--- config.mk ---
export PLATFORM = sky130hd
export DESIGN_NAME = paddle_ctrl_flat
export DESIGN_NICKNAME = d
export VERILOG_FILES = /design/src/rtl/paddle_ctrl_if.sv /design/src/rtl/paddle_ctrl.sv /design/src/flat_wrapper.sv
export SDC_FILE = /design/constraint.sdc
export NUM_CORES = 1
export LEC_CHECK = 0
export ABC_AREA = 1
export CORE_UTILIZATION = 35
export DETAILED_ROUTE_END_ITERATION = 8
export HOLD_SLACK_MARGIN = 0.12
export PLACE_DENSITY = 0.61
export SYNTH_ARGS = -nofsm -noshare
export SYNTH_HDL_FRONTEND = slang
export SYNTH_SLANG_ARGS = --single-unit
--- constraint.sdc ---
create_clock -name clk -period 4.4 [get_ports clk]
set_clock_uncertainty 0.1 [all_clocks]
set_input_delay 0.66 -clock clk [delete_from_list [all_inputs] [get_ports clk]]
set_output_delay 0.66 -clock clk [all_outputs]
set_load 0.03 [all_outputs]
--- src/rtl/paddle_ctrl_if.sv ---
// -----------------------------------------------------------------------------
// paddle_ctrl_if
// Groups the paddle controller's button/sync inputs and position outputs.
//   btn_up, btn_down : raw asynchronous buttons, active-high
//   vsync            : vertical sync from the timing generator, active-high
//   paddle_vpos      : registered paddle top line, 0..MAX_POS
//   at_limit         : registered, high when paddle_vpos is 0 or MAX_POS
//   motion_state     : debug view of the motion FSM (0 IDLE, 1 UP, 2 DOWN)
// Modports: master = the side driving the buttons/vsync (board or bench),
//           slave  = paddle_ctrl.
// All signals are level-based; there is no valid/ready handshake on this
// interface. Buttons and vsync may change at any time and are synchronized
// inside the controller.
// -----------------------------------------------------------------------------
interface paddle_ctrl_if;
   logic       btn_up;
   logic       btn_down;
   logic       vsync;
   logic [9:0] paddle_vpos;
   logic       at_limit;
   logic [1:0] motion_state;

   modport master (
      output btn_up, btn_down, vsync,
      input  paddle_vpos, at_limit, motion_state
   );

   modport slave (
      input  btn_up, btn_down, vsync,
      output paddle_vpos, at_limit, motion_state
   );
endinterface

--- src/rtl/paddle_ctrl.sv ---
// -----------------------------------------------------------------------------
// paddle_ctrl
// Turns two raw buttons into a paddle position that moves once per frame.
// Buttons and vsync are synchronized, buttons debounced, and the motion FSM
// (IDLE/UP/DOWN) is evaluated only on the vsync rising edge (frame_tick).
// Ports:
//   clk   : pixel clock, all state on rising edge
//   reset : synchronous, active-high
//   pif   : paddle_ctrl_if.slave (btn_up, btn_down, vsync in;
//           paddle_vpos, at_limit, motion_state out)
// Configuration macro: PADDLE_ACCEL_EN
//   defined   -> step grows with the number of consecutive frames held in
//                the same direction (SPEED, 2*SPEED, 4*SPEED)
//   undefined -> step is always SPEED
// -----------------------------------------------------------------------------
module paddle_ctrl #(
   parameter int DEB_BITS = 16,
   parameter int SPEED    = 4,
   parameter int MAX_POS  = 430,
   parameter int INIT_POS = 215
) (
   input  logic          clk,
   input  logic          reset,
   paddle_ctrl_if.slave  pif
);

   typedef enum logic [1:0] {
      IDLE = 2'd0,
      UP   = 2'd1,
      DOWN = 2'd2
   } motion_t;

   localparam logic [DEB_BITS-1:0] DEB_MAX = '1;
   localparam logic [9:0] MAX_POS_V  = 10'(MAX_POS);
   localparam logic [9:0] INIT_POS_V = 10'(INIT_POS);

   // bit 0 = up, bit 1 = down
   logic [1:0]          btn_s1, btn_s2;
   logic                vs_s1, vs_s2, vs_prev;
   logic                frame_tick;
   logic [DEB_BITS-1:0] deb_cnt [2];
   logic [1:0]          stable;

   motion_t    state, state_next;
   logic [9:0] vpos, vpos_next;
   logic       at_limit_q;
   logic [9:0] step;
   logic [10:0] sum;

   // Two-flop synchronizers plus the previous vsync sample for edge detect.
   always_ff @(posedge clk) begin
      if (reset) begin
         btn_s1  <= '0;
         btn_s2  <= '0;
         vs_s1   <= 1'b0;
         vs_s2   <= 1'b0;
         vs_prev <= 1'b0;
      end else begin
         btn_s1  <= {pif.btn_down, pif.btn_up};
         btn_s2  <= btn_s1;
         vs_s1   <= pif.vsync;
         vs_s2   <= vs_s1;
         vs_prev <= vs_s2;
      end
   end

   assign frame_tick = vs_s2 & ~vs_prev;

   // Debouncers: a differing level must persist for 2^DEB_BITS clocks; any
   // return to the stable level restarts the count.
   always_ff @(posedge clk) begin
      for (int i = 0; i < 2; i++) begin
         if (reset) begin
            deb_cnt[i] <= '0;
            stable[i]  <= 1'b0;
         end else if (btn_s2[i] == stable[i]) begin
            deb_cnt[i] <= '0;
         end else if (deb_cnt[i] == DEB_MAX) begin
            stable[i]  <= btn_s2[i];
            deb_cnt[i] <= '0;
         end else begin
            deb_cnt[i] <= deb_cnt[i] + 1'b1;
         end
      end
   end

   // Motion FSM: state register
   always_ff @(posedge clk) begin
      if (reset) state <= IDLE;
      else       state <= state_next;
   end

   // Motion FSM: next state, sampled only at frame_tick
   always_comb begin
      state_next = state;
      if (frame_tick) begin
         case (stable)
            2'b01:   state_next = UP;
            2'b10:   state_next = DOWN;
            default: state_next = IDLE;
         endcase
      end
   end

`ifdef PADDLE_ACCEL_EN
   logic [4:0] hold_cnt, hold_eff;

   // A frame that changes direction (or leaves IDLE) starts from count 0.
   always_comb begin
      hold_eff = (state_next == state) ? hold_cnt : 5'd0;
      if (hold_eff < 5'd8)       step = 10'(SPEED);
      else if (hold_eff < 5'd16) step = 10'(2 * SPEED);
      else                       step = 10'(4 * SPEED);
   end

   always_ff @(posedge clk) begin
      if (reset) begin
         hold_cnt <= '0;
      end else if (frame_tick) begin
         if (state_next == IDLE)    hold_cnt <= '0;
         else if (hold_eff != '1)   hold_cnt <= hold_eff + 5'd1;
         else                       hold_cnt <= hold_eff;
      end
   end
`else
   assign step = 10'(SPEED);
`endif

   // Position update computed in the frame_tick cycle, registered on the
   // following edge. Subtraction is clamped before it can wrap; addition is
   // done one bit wider so the MAX_POS compare sees the true sum.
   always_comb begin
      vpos_next = vpos;
      sum       = {1'b0, vpos} + {1'b0, step};
      if (frame_tick) begin
         if (state_next == UP) begin
            vpos_next = (vpos < step) ? 10'd0 : vpos - step;
         end else if (state_next == DOWN) begin
            vpos_next = (sum > {1'b0, MAX_POS_V}) ? MAX_POS_V : sum[9:0];
         end
      end
   end

   always_ff @(posedge clk) begin
      if (reset) begin
         vpos       <= INIT_POS_V;
         at_limit_q <= 1'b0;
      end else begin
         vpos       <= vpos_next;
         at_limit_q <= (vpos_next == 10'd0) || (vpos_next == MAX_POS_V);
      end
   end

   assign pif.paddle_vpos  = vpos;
   assign pif.at_limit     = at_limit_q;
   assign pif.motion_state = state;

endmodule

--- src/flat_wrapper.sv ---
// flat-port wrapper written by rule: the top's interface ports become plain ports
module paddle_ctrl_flat 
#(
   parameter int DEB_BITS = 16,
   parameter int SPEED    = 4,
   parameter int MAX_POS  = 430,
   parameter int INIT_POS = 215
)
  (clk, reset, pif_btn_up, pif_btn_down, pif_vsync, pif_paddle_vpos, pif_at_limit, pif_motion_state);
  paddle_ctrl_if pif_i ();
  input  logic clk;
  input  logic reset;
  input wire logic [$bits(pif_i.btn_up)-1:0] pif_btn_up;
  input wire logic [$bits(pif_i.btn_down)-1:0] pif_btn_down;
  input wire logic [$bits(pif_i.vsync)-1:0] pif_vsync;
  output wire logic [$bits(pif_i.paddle_vpos)-1:0] pif_paddle_vpos;
  output wire logic [$bits(pif_i.at_limit)-1:0] pif_at_limit;
  output wire logic [$bits(pif_i.motion_state)-1:0] pif_motion_state;
  assign pif_i.btn_up = pif_btn_up;
  assign pif_i.btn_down = pif_btn_down;
  assign pif_i.vsync = pif_vsync;
  assign pif_paddle_vpos = pif_i.paddle_vpos;
  assign pif_at_limit = pif_i.at_limit;
  assign pif_motion_state = pif_i.motion_state;
  paddle_ctrl #(.DEB_BITS(DEB_BITS), .SPEED(SPEED), .MAX_POS(MAX_POS), .INIT_POS(INIT_POS)) u_core (.clk(clk), .reset(reset), .pif(pif_i));
endmodule
Yosys cells after proc, flatten, opt, wreduce, memory -nomap -nowiden
Memory sizes are Yosys's and may differ from the RTL's.
Index checks and enable logic that the tools add are counted.
{ "word_totals": {"in_bits": 5, "output_inout_bits": 13, "word_cells": 77, "ramBits": 32, "ff_bits": 22, "memories": 1} }
{ "memory_table": {"columns": ["name", "depth", "word_bits", "read_ports", "rd_clocked_by_memory_dff", "write_ports", "line", "text"], "rows": [
  ["u_core.deb_cnt", 2, 16, 2, 0, 2, "paddle_ctrl.sv:41", "logic [DEB_BITS-1:0] deb_cnt [2];"]
]} }
{ "op_classes": {"addsub": 4, "muxes": 37, "n_bitwise": 10, "n_eq_ne": 9, "order_cmp": 2, "n_reduce_logical": 4} }
{ "ops": {"columns": ["op", "n"], "rows": [
  ["$mux W16", 6],
  ["$mux W10", 5],
  ["$add A16 B1 Y16 const B", 2],
  ["$eq A16 B16 Y1 const B", 2],
  ["$mux W1", 24],
  ["$add A10 B3 Y11 const B", 1],
  ["$gt A11 B9 Y1 const B", 1],
  ["$eq A10 B9 Y1 const B", 1],
  ["$logic_not A10 Y1", 1],
  ["$lt A10 B3 Y1 const B", 1],
  ["$sub A10 B3 Y10 const B", 1],
  ["$or A1 B1 Y1", 6],
  ["$eq A2 B1 Y1 const B", 2],
  ["$eq A2 B2 Y1 const B", 2],
  ["$pmux W2 S2", 1],
  ["$reduce_and A2 Y1", 2],
  ["$not A1 Y1", 3],
  ["$eq A1 B1 Y1", 2],
  ["$mux W2", 1],
  ["$and A1 B1 Y1", 1],
  ["$logic_or A1 B1 Y1", 1]
]} }

Longest topological paths before layout
Gate-level depths: netlist of the first run.
{ "depth": {"word_depth": 9, "mapped_depth": 18, "mapped_depth_nobuf": 18} }

Worst setup path before layout of the first run
Ideal clock, no wire load.
{ "synth_path": {"kind": "reg-to-reg", "start": "reg u_core.vpos[3], in the netlist u_core.pif.paddle_vpos[3]", "end": "reg u_core.vpos[4], in the netlist u_core.pif.paddle_vpos[4]", "required_ns": 4.177, "path_slack_ns": 2.125, "setup_ns": 0.123, "path_stages_with_launch": 13, "synth_period_minus_slack_ns": 2.275, "n_path_buf": 0, "t_arrival_ns": 2.052, "cell_sequence": "dfxtp_1 inv_1 ha_1 nand3_1 o21ai_0 nand2_1 nand2_1 nand2_2 nand2_4 nand3_4 o211ai_1 a22oi_1 or2_2"} }
{ "synth_between": {"elab_chain_len": 6, "word_cells_on_any_way": 9, "classes_between": "add/sub (2); order compare (2); mux (5)"} }
{ "synth_lines": {"columns": ["element", "line", "text"], "rows": [
  ["start: declaration", "paddle_ctrl.sv:45", "logic [9:0] vpos, vpos_next;"],
  ["start signal: assignment", "paddle_ctrl.sv:149", "vpos <= vpos_next;"],
  ["$add A10 B3 Y11", "paddle_ctrl.sv:134", "sum = {1'b0, vpos} + {1'b0, step};"],
  ["$gt A11 B9 Y1", "paddle_ctrl.sv:139", "vpos_next = (sum > {1'b0, MAX_POS_V}) ? MAX_POS_V : sum[9:0];"],
  ["$mux W10", "paddle_ctrl.sv:139", null],
  ["$mux W10", "paddle_ctrl.sv:138", "end else if (state_next == DOWN) begin"],
  ["$mux W10 (*)", "paddle_ctrl.sv:136", "if (state_next == UP) begin"],
  ["$mux W10 (*)", "paddle_ctrl.sv:135", "if (frame_tick) begin"]
]} }
Mark *: on every way between the ends. The rest lies on a longest branch, timed or not.
A chain may end at the register's enable or synchronous reset.

Final worst setup path of the first run
{ "layout_path": {"start": "reg u_core.vpos[5], in the netlist u_core.pif.paddle_vpos[5]", "end": "out pif_paddle_vpos[5]"} }
{ "layout_rtl": {"columns": ["element", "line", "text"], "rows": [
  ["end: declaration", "flat_wrapper.sv:16", "output wire logic [$bits(pif_i.paddle_vpos)-1:0] pif_paddle_vpos;"]
]} }
No word-level cell between the ends.

==> impl_metrics.ini, run 1 <==
[run_status]
status = complete, no violations

[pwr]
leakage_nw = 1.585
peakVddDrop_mv = 0.1979
p_comb_share_pct = 8.1
pwr_density_cell_nw_per_um2 = 238.6
intPower_uw = 687.8
swShare_pct = 24.17
clkPwrFrac_pct = 29.3
p_switching_uw = 219.3
pwr-share-seq_pct = 62.6

[clocking]
cts.sinks = 54
clock_latency_ps = 310
cts_tree = done
cts_resized = 0
clockBufferDepth = 2
clockRootBuffer = clkbuf_8
cts_made_buffers = 5
clk_pin_slew_worst_paths_ps = 100
cts_setup_buffers = 0
holdBufCountCts = 0
h-tree-depth = 2

[worst_setup_path]
cp.buffers_inverters = 1
ff2ff_path_depth = 11
crit_family = buffers and inverters
crit_path_end_kind = output port
critPathSlowestCell = clkdlybuf4s50_1
cpPeakStageDelay_ps = 780
setup.worst_path.class = flop to output port
path_cells = clkdlybuf4s50_1
crit_required_ps = 3640
worst-path-stages = 1
crit_arrival_ps = 1770
cp_max_fo = 10
critPathLaunchType = flop

[yosys]
ys_seq_area_share_pct = 41.70
synth_seq_cells = 54
synthMuxAreaShare_pct = 0
mappedNetlistArea_um2 = 3361
syn_inst = 420
yosysMostFrequentCell = nand2_1
yosysTopAreaCellShare_pct = 28.59
syn_avg_cell_area_um2 = 8.002
yosys.area.top_type = edfxtp_1
yosysUniqueCellTypes = 44
yosys.area_share.simple_pct = 34.51
synth_area_leaders = edfxtp_1 (29%), dfxtp_1 (13%), nand2_1 (7.7%)
ys.flop_type = edfxtp_1
synth-edff-count = 32
netlist_top_cells_count = nand2_1 (69), nor2_1 (65), inv_1 (47)
synth_top_family_by_area = simple AND/OR/NAND/NOR gates
synthArstFlopShare_pct = 0
synth-xor-area-share_pct = 2.867
synth-compound-area-share_pct = 9.940
ys.warnings.count = 0
synthAdderAreaFrac_pct = 1.862

[drt]
drtIter0Drc = 88
drcViolationCount = 0
vias_per_cell = 4.555
vias = 2701
wl_per_cell_um = 10.55
postRouteAntennaNets = 0
dr.pass1.iters = 4
finalWirelength_um = 6256

[placement]
gp_congestion = 0.8184
hpwl_um = 4831
io_buffers = 17
dp_cells = 585

[global_routing]
gr-total-overflow = 0
grt_max_degree = 19
antenna_found_initial = 0
grt_pass1_wl_um = 11270
grt_use_total_pct = 13.77
grt_pass1_vias = 2624

[layout]
fin_cells = 593
num-nets-final = 473
fill_cells = 980
drive_gt1_share_pct = 16.16
syn_to_final_growth_pct = 13.11
n_antenna_cell = 0

[sta]
maxSlewHeadroom_pct = 57.08
setup-tns-final_ps = 0
fin_crit_ps = 2531
tightest_slew_ps = 641.8
rsz0062_at_grt = false
setup_violations = 0
drv_slew = 0
max_freq_mhz = 395.1
hold_viol_final = 0
min_period_over_period_pct = 57.52

[floorplan]
die-area_um2 = 9998
pin_count = 18
die_y_um = 99.99
core_um2 = 9284
start_util_pct = 36.20
die_w_um = 99.99
rows = 35

[run]
cap_viol_max_count = 0

[min_path]
hp-class = flop to flop
hold_path_depth = 2
==> final timing paths <==
check	from	to	slack [ps]
min	u_core.btn_s1[0]$_SDFF_PP0_	u_core.btn_s2[0]$_SDFF_PP0_	310
max reg2reg	u_core.deb_cnt[0][0]$_SDFFCE_PN0P_	u_core.deb_cnt[0][14]$_SDFFCE_PN0P_	1950
max	u_core.pif.paddle_vpos[5]$_SDFF_PP0_	pif_paddle_vpos[5]	1870
min reg2reg	u_core.btn_s1[0]$_SDFF_PP0_	u_core.btn_s2[0]$_SDFF_PP0_	310
==> layout make-up <==
type / count / area, um2 / share of cell area [%]
clock inverter: 3 / 16.27 / 0.4279
tap: 129 / 161.4 / 4.246
clock buffer: 5 / 68.82 / 1.810
multi-input combinational: 329 / 1773 / 46.64
timing repair buffer: 17 / 170.2 / 4.477
inverter: 56 / 210.2 / 5.530
sequential: 54 / 1401 / 36.87
==> placed cells by master (no fill, tap or decap), types with 6 or more instances in the layout <==
cell | Yosys | final
nand2_1 | 69 | 69
inv_2 | 8 | 8
clkdlybuf4s50_1 | 0 | 17
conb_1 | 1 | 32
edfxtp_1 | 32 | 32
nor3b_1 | 8 | 8
o21ai_0 | 7 | 7
a21oi_1 | 16 | 16
nand3_2 | 6 | 6
xor2_1 | 9 | 9
nor2_2 | 10 | 10
nor3_1 | 8 | 8
nand3_1 | 24 | 24
inv_1 | 47 | 47
nor2_1 | 65 | 65
nand4_1 | 9 | 9
dfxtp_1 | 22 | 22
nand2_2 | 16 | 16
==> sequential cells by signal, indices dropped and copies added (netlist names) <==
register                 flops
u_core.vs_s1                 1
u_core.pif.at_limit          1
u_core.vs_s2                 1
u_core.deb_cnt              32
u_core.pif.motion_state      2
u_core.btn_s2                2
u_core.btn_s1                2
u_core.stable                2
u_core.pif.paddle_vpos      10
u_core.vs_prev               1
==> metrics by stage <==
| stage | util (%) | power [mW] | cell area, um2 | hold slack, ps | worst slack (ps) |
|---|---|---|---|---|---|
| global placement | 40.03 | 0.6507 | 3716 | 290.5 | 1691 |
| global route | 40.94 | 0.9492 | 3801 | 323.3 | 1592 |
| finish | 40.94 | 0.9070 | 3801 | 306.1 | 1869 |
| floorplan | - | 0.6352 | 3477 | 288.3 | 2125 |
| detailed placement | 40.03 | 0.6527 | 3716 | 292.6 | 1634 |
| CTS | 40.94 | 0.9182 | 3801 | 307.5 | 1837 |
==> power by group through the flow <==
stage               Sequential, mW  Clock, mW  Combinational (mW)
finish                       0.568      0.266              0.0733
global route                 0.572      0.294              0.0834
CTS                          0.568      0.277              0.0733
detailed placement           0.580          0              0.0730
global placement             0.579          0              0.0716
floorplan                    0.577          0              0.0582
==> routing by layer <==
| layer | GRT usage [%] | part of all wire [%] | up-vias |
|---|---|---|---|
| met5 | 0 | 0 | - |
| met4 | 3.679 | 1.1 | 0 |
| met3 | 2.159 | 3.3 | 8 |
| met2 | 23.93 | 47 | 41 |
| met1 | 17.85 | 48 | 1234 |
| li1 | - | - | 1418 |
==> cells by family after synthesis <==
kind of cell,Yosys count
other cells,1
xor+xnor,11
flops,54
fa+ha+maj,5
simple gates,231
buf+inv,68
compound gates,50
Note: power is estimated with default switching activity, not from simulation.
==> run 2: changes to the inputs <==
Settings changed: PLACE_DENSITY 0.61 to 0.63.
Clock period 4.4 ns to 2.3 ns, I/O delays scaled along.
==> run 2 against run 1 <==
Effect of this change: non-clock buffer count increased by 24; global-route usage up 0.15 points; register-to-register slack worse by 1900 ps; via count rose by 4.0%; sequential power increased by 90%; first-iteration DRC count grew 19%; die area is the same; clock power grew 110%; largest power group unchanged; highest routed layer unchanged; power rose by 100%; cell area increased by 8.0%.
==> impl_metrics.ini, run 2 (synthesis gave the netlist of run 1 again) <==
[run_status]
status = complete, no violations

[clocking]
cts.sinks = 54
holdBufCountCts = 0
clock_latency_ps = 320
clk_pin_slew_worst_paths_ps = 110
cts_made_buffers = 5
cts_tree = done
h-tree-depth = 2
clockBufferDepth = 2
clockRootBuffer = clkbuf_8

[run]
cap_viol_max_count = 0

[layout]
num-nets-final = 498
drive_gt1_share_pct = 24.34
syn_to_final_growth_pct = 22.19
seqCellArea_um2 = 1413
mostFrequentLayoutCells = nand2_1 (65), nor2_1 (64), inv_1 (43), edfxtp_1 (32), conb_1 (32)
multi_input_area_um2 = 1841
n_antenna_cell = 0
top_register = u_core.deb_cnt
final_core_util_pct = 44.23
layout_commonest_cell = nand2_1
largest_reg_flops = 32
fill_cells = 938

[pwr]
p_switching_uw = 467.7
peakVddDrop_mv = 0.2528
pwr-share-seq_pct = 59.5
clkPwrFrac_pct = 31.2
p_comb_share_pct = 9.3
intPower_mw = 1.350
pwr_density_cell_nw_per_um2 = 442.6
swShare_pct = 25.73
leakage_nw = 1.728

[sta]
max_freq_mhz = 449.2
worst_slack_ps = 74.04
min_period_over_period_pct = 96.78
fin_crit_ps = 2226
drv_slew = 0
hold_viol_final = 0
setup_violations = 0

[worst_setup_path]
critPathSlowestCell = edfxtp_1
r2r-start = u_core.deb_cnt[1][0]$_SDFFCE_PN0P_
critPathLaunchType = flop
cpPeakStageDelay_ps = 400
crit_path_start = u_core.deb_cnt[1][0]$_SDFFCE_PN0P_
path_cells = ha_2 -> nand2_1 -> inv_2 -> nand2_2 -> nor3b_2 -> nand2_1 -> nor2_2 -> nand2_2 -> inv_2 -> nand4_1 -> buf_6 -> nand3_4 -> nor3b_1
crit_arrival_ps = 2200
crit_path_end_kind = flop
cp_max_fo = 8
setup.worst_path.class = flop to flop
crit_required_ps = 2270

[placement]
gp_congestion = 0.8057
io_buffers = 17
preCtsSetupSlack_ps = 1.889
hpwl_um = 5039

[floorplan]
die_y_um = 99.99
pin_count = 18
start_util_pct = 36.20
die_w_um = 99.99
die-area_um2 = 9998
core_um2 = 9284
rows = 35

[drt]
wl_per_cell_um = 11.02
postRouteAntennaNets = 0
vias = 2810
finalWirelength_um = 6809
drcViolationCount = 0
vias_per_cell = 4.547
dr.pass1.iters = 4
drtIter0Drc = 105

[global_routing]
antenna_found_initial = 0
gr-total-overflow = 0
grt_pass1_vias = 2553
grt_pass1_wl_um = 11240
grt_use_total_pct = 13.93
grt_max_degree = 20

[min_path]
hp-class = flop to flop
hp-start = u_core.btn_s1[0]$_SDFF_PP0_
run 2: cell count changes in the layout (fill, tap and decap cells not counted), sizes merged:
cell / previous run / this run
nand3: 31 / 32
buf: 0 / 23
clkinvlp: 1 / 0
inv: 55 / 57
clkinv: 3 / 2
clkbuf: 5 / 6
run 2: timing repair:
item / in CTS / in global routing
hold endpoints to repair: 0 / 0
setup buffers: 0 / 9
setup endpoints to repair: 7 / 33
pin swaps: 0 / 10
gates cloned: 0 / 2
gates resized for setup: 1 / 26
run 2: metrics by stage:
stage | area (um2) | total power [mW] | setup TNS (ps) | hold slack (ps) | std cells
global route | 4106 | 1.906 | -658.6 | 324.5 | 618
finish | 4106 | 1.818 | 0 | 310.9 | 618
CTS | 3939 | 1.829 | 0 | 313.7 | 607
floorplan | 3477 | 1.215 | 0 | 288.3 | 451
global placement | 3834 | 1.258 | 0 | 292.0 | 599
detailed placement | 3834 | 1.262 | 0 | 296.5 | 599
run 2: worst paths after layout:
kind | to | slack, ps | cells after the start
worst max-delay path | u_core.deb_cnt[1][6]$_SDFFCE_PN0P_ | 70 | 13
worst max register to register | u_core.deb_cnt[1][6]$_SDFFCE_PN0P_ | 70 | 13
worst min-delay path | u_core.btn_s2[0]$_SDFF_PP0_ | 310 | 2
worst min register to register | u_core.btn_s2[0]$_SDFF_PP0_ | 310 | 2
run 2: area by class of cell:
type	count	area share [%]
Clock buffer	5	1.676
Sequential cell	54	34.40
Multi-Input combinational cell	330	44.82
Tap cell	129	3.931
Clock inverter	3	0.7008
Timing Repair Buffer	41	9.354
Inverter	56	5.119
run 2: critical path, delay by kind of cell (launching register included):
family / cells / cell delay (ps)
flip-flops: 1 / 400
adder cells (fa/ha/maj): 1 / 190
AND/OR/NAND/NOR: 9 / 970
buffers and inverters: 3 / 310
run 2: power by group through the flow:
| stage | Combinational (mW) | Sequential (mW) | Clock (mW) |
|---|---|---|---|
| after floorplan | 0.111 | 1.10 | 0 |
| after global placement | 0.155 | 1.10 | 0 |
| after detailed placement | 0.158 | 1.10 | 0 |
| after CTS | 0.159 | 1.08 | 0.587 |
| after global routing | 0.190 | 1.09 | 0.628 |
| final | 0.168 | 1.08 | 0.567 |
run 2: routing by layer:
layer / global-route usage [%] / up-vias / routed length, um
li1: - / 1478 / -
met2: 23.24 / 45 / 3217
met5: 0 / - / 0
met1: 18.39 / 1277 / 3265
met4: 4.682 / 0 / 99
met3: 2.298 / 10 / 227
